File: config.mk
export PLATFORM = sky130hd
export DESIGN_NAME = nes_controller_emulator
export DESIGN_NICKNAME = d
export VERILOG_FILES = /design/src/rtl/nes_controller_emulator.sv
export SDC_FILE = /design/constraint.sdc
export NUM_CORES = 1
export LEC_CHECK = 0
export BUFFER_PORTS_ARGS = -buffer_cell sky130_fd_sc_hd__buf_2
export CORE_UTILIZATION = 40
export DETAILED_ROUTE_END_ITERATION = 16
export SYNTH_ARGS = -nofsm -noshare
export SYNTH_HDL_FRONTEND = slang
export SYNTH_SLANG_ARGS = --single-unit
File: constraint.sdc
create_clock -name clk -period 2.4 [get_ports clk]
set_input_delay 0.48 -clock clk [delete_from_list [all_inputs] [get_ports clk]]
set_output_delay 0.48 -clock clk [all_outputs]
set_load 0.005 [all_outputs]
File: src/rtl/nes_controller_emulator.sv
// Pad-side responder for the NES/SNES latch/clock serial protocol: oversamples the console lines
// and shifts out the button word active-low. Define NES_TIMEOUT_EN to abandon a stalled read.
module nes_controller_emulator #(
    parameter int SNES_MODE      = 0,
    parameter int SYNC_STAGES    = 2,
    parameter int TIMEOUT_CYCLES = 65535
) (
    input  logic        clk,
    input  logic        rst_n,
    input  logic [11:0] buttons,
    input  logic        nes_latch,
    input  logic        nes_clk,
    output logic        nes_data,
    output logic        word_done,
    output logic [11:0] snapshot
);
    localparam logic [4:0] WORD_LEN = (SNES_MODE != 0) ? 5'd16 : 5'd8;

    typedef enum logic [1:0] {S_IDLE, S_LOAD, S_SHIFT, S_DONE} state_t;

    if (SYNC_STAGES < 2 || SYNC_STAGES > 4) begin : g_bad_sync
        $error("SYNC_STAGES must be in 2..4");
    end
    if (TIMEOUT_CYCLES < 1 || TIMEOUT_CYCLES > 65535) begin : g_bad_timeout
        $error("TIMEOUT_CYCLES must be in 1..65535");
    end

    logic [SYNC_STAGES-1:0] r_latch_sync;
    logic [SYNC_STAGES-1:0] r_clk_sync;
    logic                   r_latch_prev;
    logic                   r_clk_prev;

    state_t      r_state;
    logic [4:0]  r_cnt;
    logic [15:0] r_shift;
    logic        r_data;
    logic        r_done;
    logic [11:0] r_snap;

    state_t      w_state_nxt;
    logic [4:0]  w_cnt_nxt;
    logic [15:0] w_shift_nxt;
    logic        w_data_nxt;
    logic        w_done_nxt;
    logic [11:0] w_snap_nxt;

    logic        w_latch_s;
    logic        w_clk_s;
    logic        w_latch_rise;
    logic        w_latch_fall;
    logic        w_clk_rise;
    logic        w_timeout;
    logic [15:0] w_load_word;

    // Reset values match the bus idle levels so releasing reset never fakes an edge.
    always_ff @(posedge clk or negedge rst_n) begin
        if (!rst_n) begin
            r_latch_sync <= '0;
            r_clk_sync   <= '1;
            r_latch_prev <= 1'b0;
            r_clk_prev   <= 1'b1;
        end else begin
            r_latch_sync <= {r_latch_sync[SYNC_STAGES-2:0], nes_latch};
            r_clk_sync   <= {r_clk_sync[SYNC_STAGES-2:0], nes_clk};
            r_latch_prev <= w_latch_s;
            r_clk_prev   <= w_clk_s;
        end
    end

    assign w_latch_s    = r_latch_sync[SYNC_STAGES-1];
    assign w_clk_s      = r_clk_sync[SYNC_STAGES-1];
    assign w_latch_rise =  w_latch_s & ~r_latch_prev;
    assign w_latch_fall = ~w_latch_s &  r_latch_prev;
    assign w_clk_rise   =  w_clk_s   & ~r_clk_prev;

    // SNES bits 12..15 are unused buttons and always read as released.
    assign w_load_word = (SNES_MODE != 0) ? {4'hF, ~buttons} : {8'hFF, ~buttons[7:0]};

`ifdef NES_TIMEOUT_EN
    localparam logic [15:0] TIMEOUT_LAST = 16'(TIMEOUT_CYCLES - 1);

    logic [15:0] r_idle_cnt;
    logic        w_clk_fall;
    logic        w_any_edge;
    logic        w_in_word;

    assign w_clk_fall = ~w_clk_s & r_clk_prev;
    assign w_any_edge = w_latch_rise | w_latch_fall | w_clk_rise | w_clk_fall;
    assign w_in_word  = (r_state == S_SHIFT) || (r_state == S_DONE);
    assign w_timeout  = w_in_word && !w_any_edge && (r_idle_cnt == TIMEOUT_LAST);

    always_ff @(posedge clk or negedge rst_n) begin
        if (!rst_n) begin
            r_idle_cnt <= '0;
        end else if (w_any_edge || !w_in_word || w_timeout) begin
            r_idle_cnt <= '0;
        end else begin
            r_idle_cnt <= r_idle_cnt + 16'd1;
        end
    end
`else
    assign w_timeout = 1'b0;
`endif

    always_ff @(posedge clk or negedge rst_n) begin
        if (!rst_n) begin
            r_state <= S_IDLE;
            r_cnt   <= '0;
            r_shift <= '1;
            r_data  <= 1'b1;
            r_done  <= 1'b0;
            r_snap  <= '0;
        end else begin
            r_state <= w_state_nxt;
            r_cnt   <= w_cnt_nxt;
            r_shift <= w_shift_nxt;
            r_data  <= w_data_nxt;
            r_done  <= w_done_nxt;
            r_snap  <= w_snap_nxt;
        end
    end

    // nes_data is computed from next-state values so it is a flop yet tracks the shift register.
    always_comb begin
        w_state_nxt = r_state;
        w_cnt_nxt   = r_cnt;
        w_shift_nxt = r_shift;
        w_data_nxt  = r_data;
        w_done_nxt  = 1'b0;
        w_snap_nxt  = r_snap;
        if (w_latch_rise) begin
            w_state_nxt = S_LOAD;
            w_cnt_nxt   = '0;
            w_shift_nxt = w_load_word;
            w_data_nxt  = w_load_word[0];
        end else if (w_timeout) begin
            w_state_nxt = S_IDLE;
            w_cnt_nxt   = '0;
            w_shift_nxt = '1;
            w_data_nxt  = 1'b1;
        end else begin
            case (r_state)
                S_IDLE: begin
                    w_data_nxt = 1'b1;
                end
                S_LOAD: begin
                    w_cnt_nxt   = '0;
                    w_shift_nxt = w_load_word;
                    w_data_nxt  = w_load_word[0];
                    if (w_latch_fall) begin
                        w_state_nxt = S_SHIFT;
                        w_snap_nxt  = buttons;
                    end
                end
                S_SHIFT: begin
                    if (w_clk_rise) begin
                        w_shift_nxt = {1'b0, r_shift[15:1]};
                        w_cnt_nxt   = r_cnt + 5'd1;
                        w_data_nxt  = r_shift[1];
                        if (r_cnt + 5'd1 == WORD_LEN) begin
                            w_state_nxt = S_DONE;
                            w_done_nxt  = 1'b1;
                            w_data_nxt  = 1'b0;
                        end
                    end
                end
                S_DONE: begin
                    w_data_nxt = 1'b0;
                end
                default: begin
                    w_state_nxt = S_IDLE;
                    w_data_nxt  = 1'b1;
                end
            endcase
        end
    end

    assign nes_data  = r_data;
    assign word_done = r_done;
    assign snapshot  = r_snap;

endmodule

==> flow_summary.json, run 1 <==
{
  "status": "finished with violations",
  "violations": "DRC",
  "hold_viol": 0,
  "drt_wl_total_mm": 3.18,
  "holdPathEnd": "r_clk_sync[0]$_DFF_PN1_",
  "synth-edff-count": 0,
  "clk_path_buf_depth": 2,
  "cp_num_buf_inv": 1,
  "drive_above_1_share_pct": 47.4,
  "grt_max_degree": 43,
  "vias": 1286,
  "row_count": 24,
  "worstPathArrival_ps": 2130,
  "syn-num-nets": 182,
  "ctsResizeCount": 0,
  "dr.pass1.iters": 10,
  "cts_sinks": 42,
  "yosysTopAreaCell": "dfrtp_1",
  "synthArstFlopShare_pct": 100,
  "setup_tns_ps": 0,
  "r2r-start": "r_state[0]$_DFFE_PN0P_",
  "postSynthCellCount": 163,
  "yosysMostFrequentCell": "dfrtp_1",
  "p_leak_uw": 0.000897,
  "clk_latency_ps": 280,
  "dp_cells": 240,
  "cts_buffers": 5,
  "cpPeakStageDelay_ps": 610,
  "antenna_found_initial": 0,
  "grt_pass1_wl_mm": 5.78,
  "min_path_cells": 1,
  "cp-start-kind": "register",
  "synth_ff_type": "dfrtp_1",
  "syn_area_mm2": 0.00188,
  "num_io_pins": 30,
  "cp_top_family": "simple AND/OR/NAND/NOR gates",
  "dieArea_mm2": 0.00497,
  "crit_fanout": 13,
  "endpoint_kind": "register",
  "setup_viol": 0,
  "gp_congestion": 0.841,
  "worstPathRequired_ps": 2620,
  "crit_chain": "and4bb_1 > or3_1 > buf_4 > nor2_1 > a21oi_2",
  "finClkSkew_ps": 1.76,
  "fin_nets": 214,
  "reg2reg_depth": 5,
  "cp_slowest_cell": "or3_1",
  "syn_avg_cell_area_um2": 11.5,
  "die_w_um": 70.5,
  "synth_common_cells": "dfrtp_1, dfstp_2, nor2_1, mux2_2, nor2_2",
  "powerDensity_mw_per_mm2": 1000,
  "min_path_type": "input port to register",
  "synth_top_area_share_pct": 30.7,
  "cts_tree": "yes",
  "crit_type": "register to register",
  "synth.distinct_cells": 37,
  "rsz0062_at_grt": "no",
  "die_h_um": 70.5,
  "yosysWarnings": 0,
  "cts_setup_buffers": 0,
  "synth_area_leaders": "dfrtp_1, dfstp_2, mux2_2",
  "hold_buffers": 0,
  "ys_seq_area_share_pct": 57.3,
  "antennaDiodeCount": 0,
  "root_buffer": "clkbuf_8",
  "slew_viol_final": 0,
  "cts.clk_slew.worst_paths_ps": 80,
  "maxCapViolCount": 0,
  "wl_per_cell_um": 12.8,
  "ys_ff_latch": 42,
  "coreArea_mm2": 0.00444,
  "finalCriticalPeriod_ps": 1910,
  "drc": 2,
  "tightest_slew_ps": 865,
  "r2r-end": "r_shift[1]$_DFFE_PN1P_",
  "min_period_over_period_pct": 79.7,
  "grt_usage_pct": 15.0,
  "peakVddDrop_v": 0.000608,
  "syn_to_final_growth_pct": 14.0,
  "fin_cells": 248,
  "viasPerCell": 5.19,
  "final_antenna_net_count": 0,
  "drtIter0Drc": 44,
  "grt_remaining_overflow": 0,
  "numPortBuffers": 29,
  "relSlewSlack_pct": 42.4,
  "htree_num_levels": 2,
  "fmax_mhz": 523,
  "grt_pass1_vias": 1279,
  "dp_hpwl_mm": 2.32,
  "start_util_pct": 42.2,
  "ff2ff_setup_slack_ps": 490,
  "hold_start": "nes_clk"
}
-- routing by layer --
| metal | track usage, % | up-vias | share of wire (%) |
|---|---|---|---|
| met4 | 5.67 | 0 | 1.3 |
| li1 | - | 621 | - |
| met1 | 18.7 | 633 | 46 |
| met3 | 4.04 | 5 | 4.7 |
| met2 | 24.7 | 27 | 48 |
| met5 | 0 | - | 0 |
-- how the worst max path moves through the flow --
stage / start / to / slack (ps) / cells after the start
after global routing: r_state[0]$_DFFE_PN0P_ / r_shift[1]$_DFFE_PN1P_ / 350 / 5
after CTS: r_state[0]$_DFFE_PN0P_ / r_shift[1]$_DFFE_PN1P_ / 490 / 5
after detailed placement: r_latch_sync[1]$_DFF_PN0_ / r_shift[1]$_DFFE_PN1P_ / 510 / 5
final: r_state[0]$_DFFE_PN0P_ / r_shift[1]$_DFFE_PN1P_ / 490 / 5
after global placement: r_clk_prev$_DFF_PN1_ / r_shift[1]$_DFFE_PN1P_ / 540 / 5
after floorplan: r_latch_sync[1]$_DFF_PN0_ / r_shift[7]$_DFFE_PN1P_ / 860 / 6
-- kinds of logic (layout without fill, tap and decap cells) --
kind of cell	Yosys count	in the layout	share of synthesized area (%)
multiplexers	12	12	7.20
flip-flops	42	42	57.3
buffers and inverters	11	44	3.80
AO/OA/AOI/OAI	29	29	10.3
XOR/XNOR	2	2	0.934
AND/OR/NAND/NOR	64	64	18.5
adder cells (fa/ha/maj)	3	3	2.00
-- flip-flops by register name, summed over array words and instances, names as in the netlist, 2 cells and up --
signal and cells:
r_state 2, r_cnt 5, r_shift 15, snapshot 12
r_latch_sync 2, r_clk_sync 2
-- placed cells by master, fill, tap and decap left out, drive strengths merged --
| cell type | count |
|---|---|
| nor3b | 2 |
| nand2b | 1 |
| nand3 | 5 |
| o211ai | 2 |
| a22oi | 1 |
| ha | 3 |
| nor3 | 9 |
| o21ai | 7 |
| mux2 | 12 |
| or4b | 1 |
| nor2 | 30 |
| a32oi | 1 |
| or3 | 1 |
| xor2 | 2 |
| buf | 32 |
| a22o | 1 |
| or2 | 1 |
| clkinv | 2 |
| dfrtp | 23 |
| a21boi | 1 |
| nand4 | 1 |
| dfstp | 19 |
| and2 | 1 |
| nor2b | 1 |
| inv | 4 |
| o22a | 1 |
| and2b | 1 |
| nand2 | 9 |
| a21oi | 15 |
| clkbuf | 6 |
| and4bb | 1 |
-- layout make-up --
cell class	instances	area, µm²
Fill cell	429	2310
Tap cell	52	65.1
Multi-Input combinational cell	110	729
Timing Repair Buffer	32	168
Sequential cell	42	1070
Clock inverter	2	13.8
Clock buffer	6	72.6
Inverter	4	15.0
-- report_power, final --
part           internal, µW  switching, µW
Combinational           303            320
Sequential              955            128
Clock                   205            227
Total                  1460            675
-- per-stage QoR --
step	total power, µW	instance area (µm²)	util, %	hold WS, ps	setup slack (ps)
2_1_floorplan	1530	1880	-	184	857
4_1_cts	2170	2140	48.1	275	491
6_report	2140	2140	48.1	287	486
5_1_grt	2290	2140	48.1	263	351
3_3_place_gp	1700	2050	46.2	334	541
3_5_place_dp	1730	2050	46.2	345	506
Power figures use the tool's default switching activity.
==> run 2, diff against run 1 <==
==> constraint.sdc (replaced) <==
create_clock -name clk -period 1.58 [get_ports clk]
set_input_delay 0.316 -clock clk [delete_from_list [all_inputs] [get_ports clk]]
set_output_delay 0.316 -clock clk [all_outputs]
set_load 0.005 [all_outputs]
==> flow_summary.json, run 2 (synthesis gave the netlist of run 1 again) <==
{
  "status": "finished with violations",
  "violations": "DRC",
  "root_buffer": "clkbuf_8",
  "relSlewSlack_pct": 70.0,
  "cp_num_buf_inv": 0,
  "fmax_mhz": 652,
  "combPwrFrac_pct": 33.5,
  "dp_hpwl_mm": 2.51,
  "dieArea_mm2": 0.00497,
  "antenna_found_initial": 0,
  "cts_buffers": 5,
  "clk_latency_ps": 290,
  "largest-register": "r_shift",
  "num-fill-cells": 413,
  "vias": 1340,
  "drt_wl_total_mm": 3.59,
  "antennaDiodeCount": 0,
  "r2r-start": "r_clk_sync[1]$_DFF_PN1_",
  "rsz0062_at_grt": "yes",
  "power_frac_seq_pct": 44.2,
  "row_count": 24,
  "worstPathRequired_ps": 1800,
  "start_util_pct": 42.2,
  "met1_usage_pct": 19.6,
  "cts.clk_slew.worst_paths_ps": 80,
  "crit_chain": "and4bb_1 > nor3_2 > or4b_1 > nand4_1",
  "finalCriticalPeriod_ps": 1530,
  "grt_max_degree": 25,
  "fin_nets": 230,
  "busiest_layer": "met2",
  "numPortBuffers": 29,
  "syn_to_final_growth_pct": 27.0,
  "p_int_uw": 2600,
  "startpoint": "r_clk_sync[1]$_DFF_PN1_",
  "cp_top_family": "simple AND/OR/NAND/NOR gates",
  "grtUsageMet3_pct": 4.18,
  "setup_tns_ps": 0,
  "cts_sinks": 42,
  "endpoint_kind": "register",
  "die_w_um": 70.5,
  "dr.pass1.iters": 10,
  "final_antenna_net_count": 0,
  "largest_register_ffs": 15,
  "clk_path_buf_depth": 2,
  "hold_start": "nes_clk",
  "min_path_type": "input port to register",
  "crit_fanout": 3,
  "maxCapViolCount": 0,
  "p_leak_uw": 0.00101,
  "fin_cells": 264,
  "htree_num_levels": 2,
  "gr-usage-met2_pct": 26.4,
  "cp-start-kind": "register",
  "min_period_over_period_pct": 97.1,
  "drc": 2,
  "drive_above_1_share_pct": 55.2,
  "finClkSkew_ps": 2.00,
  "cts_tree": "yes",
  "cpPeakStageDelay_ps": 550,
  "p_switching_uw": 1120,
  "swShare_pct": 30.2,
  "gp_congestion": 0.800,
  "coreArea_mm2": 0.00444,
  "cp_slowest_cell": "dfstp_2",
  "peakVddDrop_v": 0.000715,
  "grt_pass1_vias": 1364,
  "utilization_pct": 53.6,
  "worstPathArrival_ps": 1760,
  "tightest_slew_ps": 450,
  "powerDensity_mw_per_mm2": 1560,
  "setup_viol": 0,
  "num_io_pins": 30,
  "final_common_cell": "buf_2",
  "final_cell_mix": "buf_2, dfrtp_1, dfstp_2",
  "dp_cells": 251,
  "wl_per_cell_um": 13.6,
  "viasPerCell": 5.08,
  "slew_viol_final": 0,
  "grt_remaining_overflow": 0,
  "clock_power_share_pct": 22.2,
  "hold_viol": 0,
  "die_h_um": 70.5,
  "grt_pass1_wl_mm": 6.08,
  "grt_usage_pct": 15.8,
  "drtIter0Drc": 30,
  "crit_type": "register to register"
}
==> run 2: cell types whose count changed in the layout (fill, tap and decap cells not counted), sizes merged <==
cell         previous run  this run
buf                    32        46
bufinv                  0         1
dlygate4sd3             0         1
clkbuf                  6         8
clkinv                  2         0
==> run 2: routing by layer <==
layer,up-vias,routed length [µm]
met4,0,59
met2,24,1740
met3,7,136
met1,655,1650
li1,654,-
met5,-,0
==> run 2: worst paths after layout <==
path                       slack, ps                         to  cells after the start
min in group asynchronous        500        word_done$_DFF_PN0_                      2
setup / recovery                  50     r_state[0]$_DFFE_PN0P_                      4
hold / removal                   120    r_clk_sync[0]$_DFF_PN1_                      1
hold reg to reg                  350  r_latch_sync[1]$_DFF_PN0_                      0
max in group asynchronous        530    r_shift[11]$_DFFE_PN1P_                      3
setup reg to reg                  50     r_state[0]$_DFFE_PN0P_                      4
==> run 2: worst reg2reg max path, stage by stage, from the launching register on <==
cell	delay (ps)
dfstp_2	550
and4bb_1	260
nor3_2	80
or4b_1	480
nand4_1	110
==> run 2: what timing repair did <==
action	CTS	global route
hold buffers	1	0
resized for setup	5	16
gates cloned	0	2
hold endpoints to repair	13	0
setup endpoints to repair	18	17
pin swaps	0	1
buffers inserted	1	1
==> run 2: power groups by stage <==
stage / combinational (µW) / clock, µW / sequential (µW)
CTS: 1110 / 854 / 1630
floorplan: 696 / 0 / 1630
global placement: 1030 / 0 / 1630
detailed placement: 1060 / 0 / 1650
global route: 1360 / 897 / 1690
finish: 1250 / 827 / 1650
==> run 2: cell type report <==
class	instances	area [µm²]	area share (%)
sequential	42	1080	45.2
multi-input combinational	110	774	32.5
timing repair buffer	48	344	14.5
clock buffer	7	76.3	3.21
tap	52	65.1	2.73
clock inverter	1	30.0	1.26
inverter	4	15.0	0.631
==> run 2: through the flow <==
| stage | hold slack, ps | power (µW) | cell area (µm²) | setup WS [ps] |
|---|---|---|---|---|
| after floorplan | 20.4 | 2330 | 1880 | 36.8 |
| after global placement | 282 | 2660 | 2150 | -7.05 |
| after detailed placement | 300 | 2700 | 2150 | -54.9 |
| after CTS | 109 | 3590 | 2290 | 4.14 |
| after global routing | 103 | 3950 | 2380 | -12.6 |
| final | 121 | 3720 | 2380 | 45.5 |
==> run 3, diff against run 2 <==
--- a/config.mk
+++ b/config.mk
@@ -5,6 +5,7 @@
 export SDC_FILE = /design/constraint.sdc
 export NUM_CORES = 1
 export LEC_CHECK = 0
+export ABC_AREA = 1
 export BUFFER_PORTS_ARGS = -buffer_cell sky130_fd_sc_hd__buf_2
 export CORE_UTILIZATION = 40
 export DETAILED_ROUTE_END_ITERATION = 16
==> flow_summary.json, run 3 <==
{
  "hold_start": "nes_clk",
  "tightest_slew_ps": 444,
  "cts_sinks": 42,
  "grt_pass1_wl_mm": 5.85,
  "min_path_cells": 1,
  "num-fill-cells": 433,
  "cts.clk_slew.worst_paths_ps": 80,
  "setup_tns_ps": 0,
  "fmax_mhz": 699,
  "grt_max_degree": 33,
  "clk_latency_ps": 300,
  "final_cell_mix": "nand2_1, buf_2, dfrtp_1",
  "ff2ff_setup_slack_ps": 150,
  "syn_to_final_growth_pct": 15.3,
  "holdPathEnd": "r_clk_sync[0]$_DFF_PN1_",
  "htree_num_levels": 2,
  "dp_hpwl_mm": 2.44,
  "ys_seq_area_share_pct": 55.8,
  "antenna_found_initial": 0,
  "finClkSkew_ps": 4.31,
  "crit_fanout": 4,
  "synth_common_cells": "nand2_1, dfrtp_1, inv_1, dfstp_2, o21ai_1",
  "violations": "DRC",
  "antennaDiodeCount": 0,
  "grt_pass1_vias": 1282,
  "dieArea_mm2": 0.00510,
  "num_io_pins": 30,
  "vias": 1341,
  "cts_buffers": 5,
  "status": "finished with violations",
  "maxCapViolCount": 0,
  "crit_type": "register to register",
  "viasPerCell": 4.74,
  "power_uw": 3600,
  "slew_viol_final": 0,
  "peakVddDrop_v": 0.000734,
  "start_util_pct": 42.8,
  "drt_wl_total_mm": 3.41,
  "regArea_mm2": 0.00107,
  "reg2reg_depth": 8,
  "drive_above_1_share_pct": 35.9,
  "coreArea_mm2": 0.00450,
  "finalCriticalPeriod_ps": 1430,
  "whs_ps": 118,
  "yosysWarnings": 0,
  "synth_ff_type": "dfrtp_1",
  "multi_input_area_um2": 691,
  "cp-start-kind": "register",
  "worstPathRequired_ps": 1770,
  "largest-register": "r_shift",
  "relSlewSlack_pct": 70.4,
  "synth_top_area_share_pct": 29.9,
  "final_antenna_net_count": 0,
  "yosysTopAreaCell": "dfrtp_1",
  "cts_tree": "yes",
  "drtIter0Drc": 79,
  "dr.pass1.iters": 10,
  "powerDensity_mw_per_mm2": 1620,
  "syn_area_mm2": 0.00193,
  "syn_avg_cell_area_um2": 9.87,
  "synth-edff-count": 0,
  "numPortBuffers": 29,
  "setup_viol": 0,
  "row_count": 24,
  "die_h_um": 71.4,
  "final_common_cell": "nand2_1",
  "largest_register_ffs": 15,
  "grt_remaining_overflow": 0,
  "yosysMostFrequentCell": "nand2_1",
  "synthArstFlopShare_pct": 100,
  "synth_area_leaders": "dfrtp_1, dfstp_2, nand2_1",
  "min_period_over_period_pct": 90.6,
  "p_leak_uw": 0.00112,
  "r2r-start": "r_cnt[1]$_DFFE_PN0P_",
  "r2r-end": "r_state[0]$_DFFE_PN0P_",
  "rsz0062_at_grt": "no",
  "ys_ff_latch": 42,
  "syn-num-nets": 214,
  "endpoint_kind": "register",
  "drc": 2,
  "synth.distinct_cells": 28,
  "clk_path_buf_depth": 2,
  "wl_per_cell_um": 12.1,
  "root_buffer": "clkbuf_8",
  "worstPathArrival_ps": 1620,
  "fin_nets": 249,
  "gp_congestion": 0.777,
  "die_w_um": 71.4,
  "min_path_type": "input port to register",
  "grt_usage_pct": 15.3,
  "hold_viol": 0,
  "postSynthCellCount": 195
}
run 3: changes by cell type after synthesis, moves of 7 or more:
cell / previous run / this run
nand2_1: 8 / 41
inv_1: 4 / 22
o21ai_1: 0 / 18
mux2_2: 12 / 0
nor2_2: 11 / 2
nor3_1: 9 / 0
a21oi_2: 7 / 0
run 3: what timing repair did:
action,in CTS,in global routing
setup buffers,0,1
endpoints found under the hold margin,7,0
setup endpoints to repair,0,13
gates resized for setup,0,3
hold buffers,1,0
run 3: per-layer routing:
metal  track usage [%]  vias to the layer above  routed length [µm]
met5                 0                        -                   0
met3              5.49                        4                 178
met1              19.8                      605                1660
met4              5.33                        0                  28
met2              23.8                       35                1550
li1                  -                      697                   -
run 3: power breakdown:
group          switching, µW  internal, µW  total (µW)
sequential               172          1520        1690
combinational            679           516        1200
clock                    365           353         718
run 3: worst max path at each step:
stage                                    from  slack [ps]                     end  depth (start not counted)
global placement    r_latch_sync[1]$_DFF_PN0_         100    r_cnt[0]$_DFFE_PN0P_                          6
finish                   r_cnt[1]$_DFFE_PN0P_         150  r_state[0]$_DFFE_PN0P_                          8
global route             r_cnt[1]$_DFFE_PN0P_           8  r_state[0]$_DFFE_PN0P_                          8
detailed placement  r_latch_sync[1]$_DFF_PN0_          20    r_cnt[3]$_DFFE_PN0P_                          6
floorplan                r_cnt[0]$_DFFE_PN0P_         220  r_state[0]$_DFFE_PN0P_                          9
CTS                 r_latch_sync[1]$_DFF_PN0_          20    r_cnt[3]$_DFFE_PN0P_                          6
run 3: stage by stage:
step / worst slack, ps / cell area (µm²) / std cells / utilization [%]
floorplan: 224 / 1930 / 195 / -
global placement: 96.7 / 2100 / 273 / 46.7
detailed placement: 24.6 / 2100 / 273 / 46.7
CTS: 23.7 / 2200 / 282 / 48.9
global route: 7.90 / 2220 / 283 / 49.3
finish: 149 / 2220 / 283 / 49.3
run 3: cell families (layout without fill, tap and decap cells):
kind of cell	Yosys count	after routing	synth area share [%]
and+or+nand+nor	74	74	18.2
DFF	42	42	55.8
AOI/OAI and AO/OA	39	39	11.4
buffers and inverters	32	68	8.71
muxes	5	5	3.90
adders and majority gates	3	3	1.95
run 3: area by class of cell:
type                       instances  area share (%)
sequential                        42            48.4
multi-input combinational        121            31.1
timing repair buffer              34            8.91
inverter                          26            4.51
clock buffer                       7            3.89
tap                               52            2.93
clock inverter                     1           0.225
run 3: critical path, stage by stage, from the launching register on:
cell      delay [ps]
dfrtp_1          400
ha_1             200
nand2_1           80
inv_1             80
nand3_1          150
o21bai_2         210
nand2_1           90
nand2_1           60
nand2_1           40
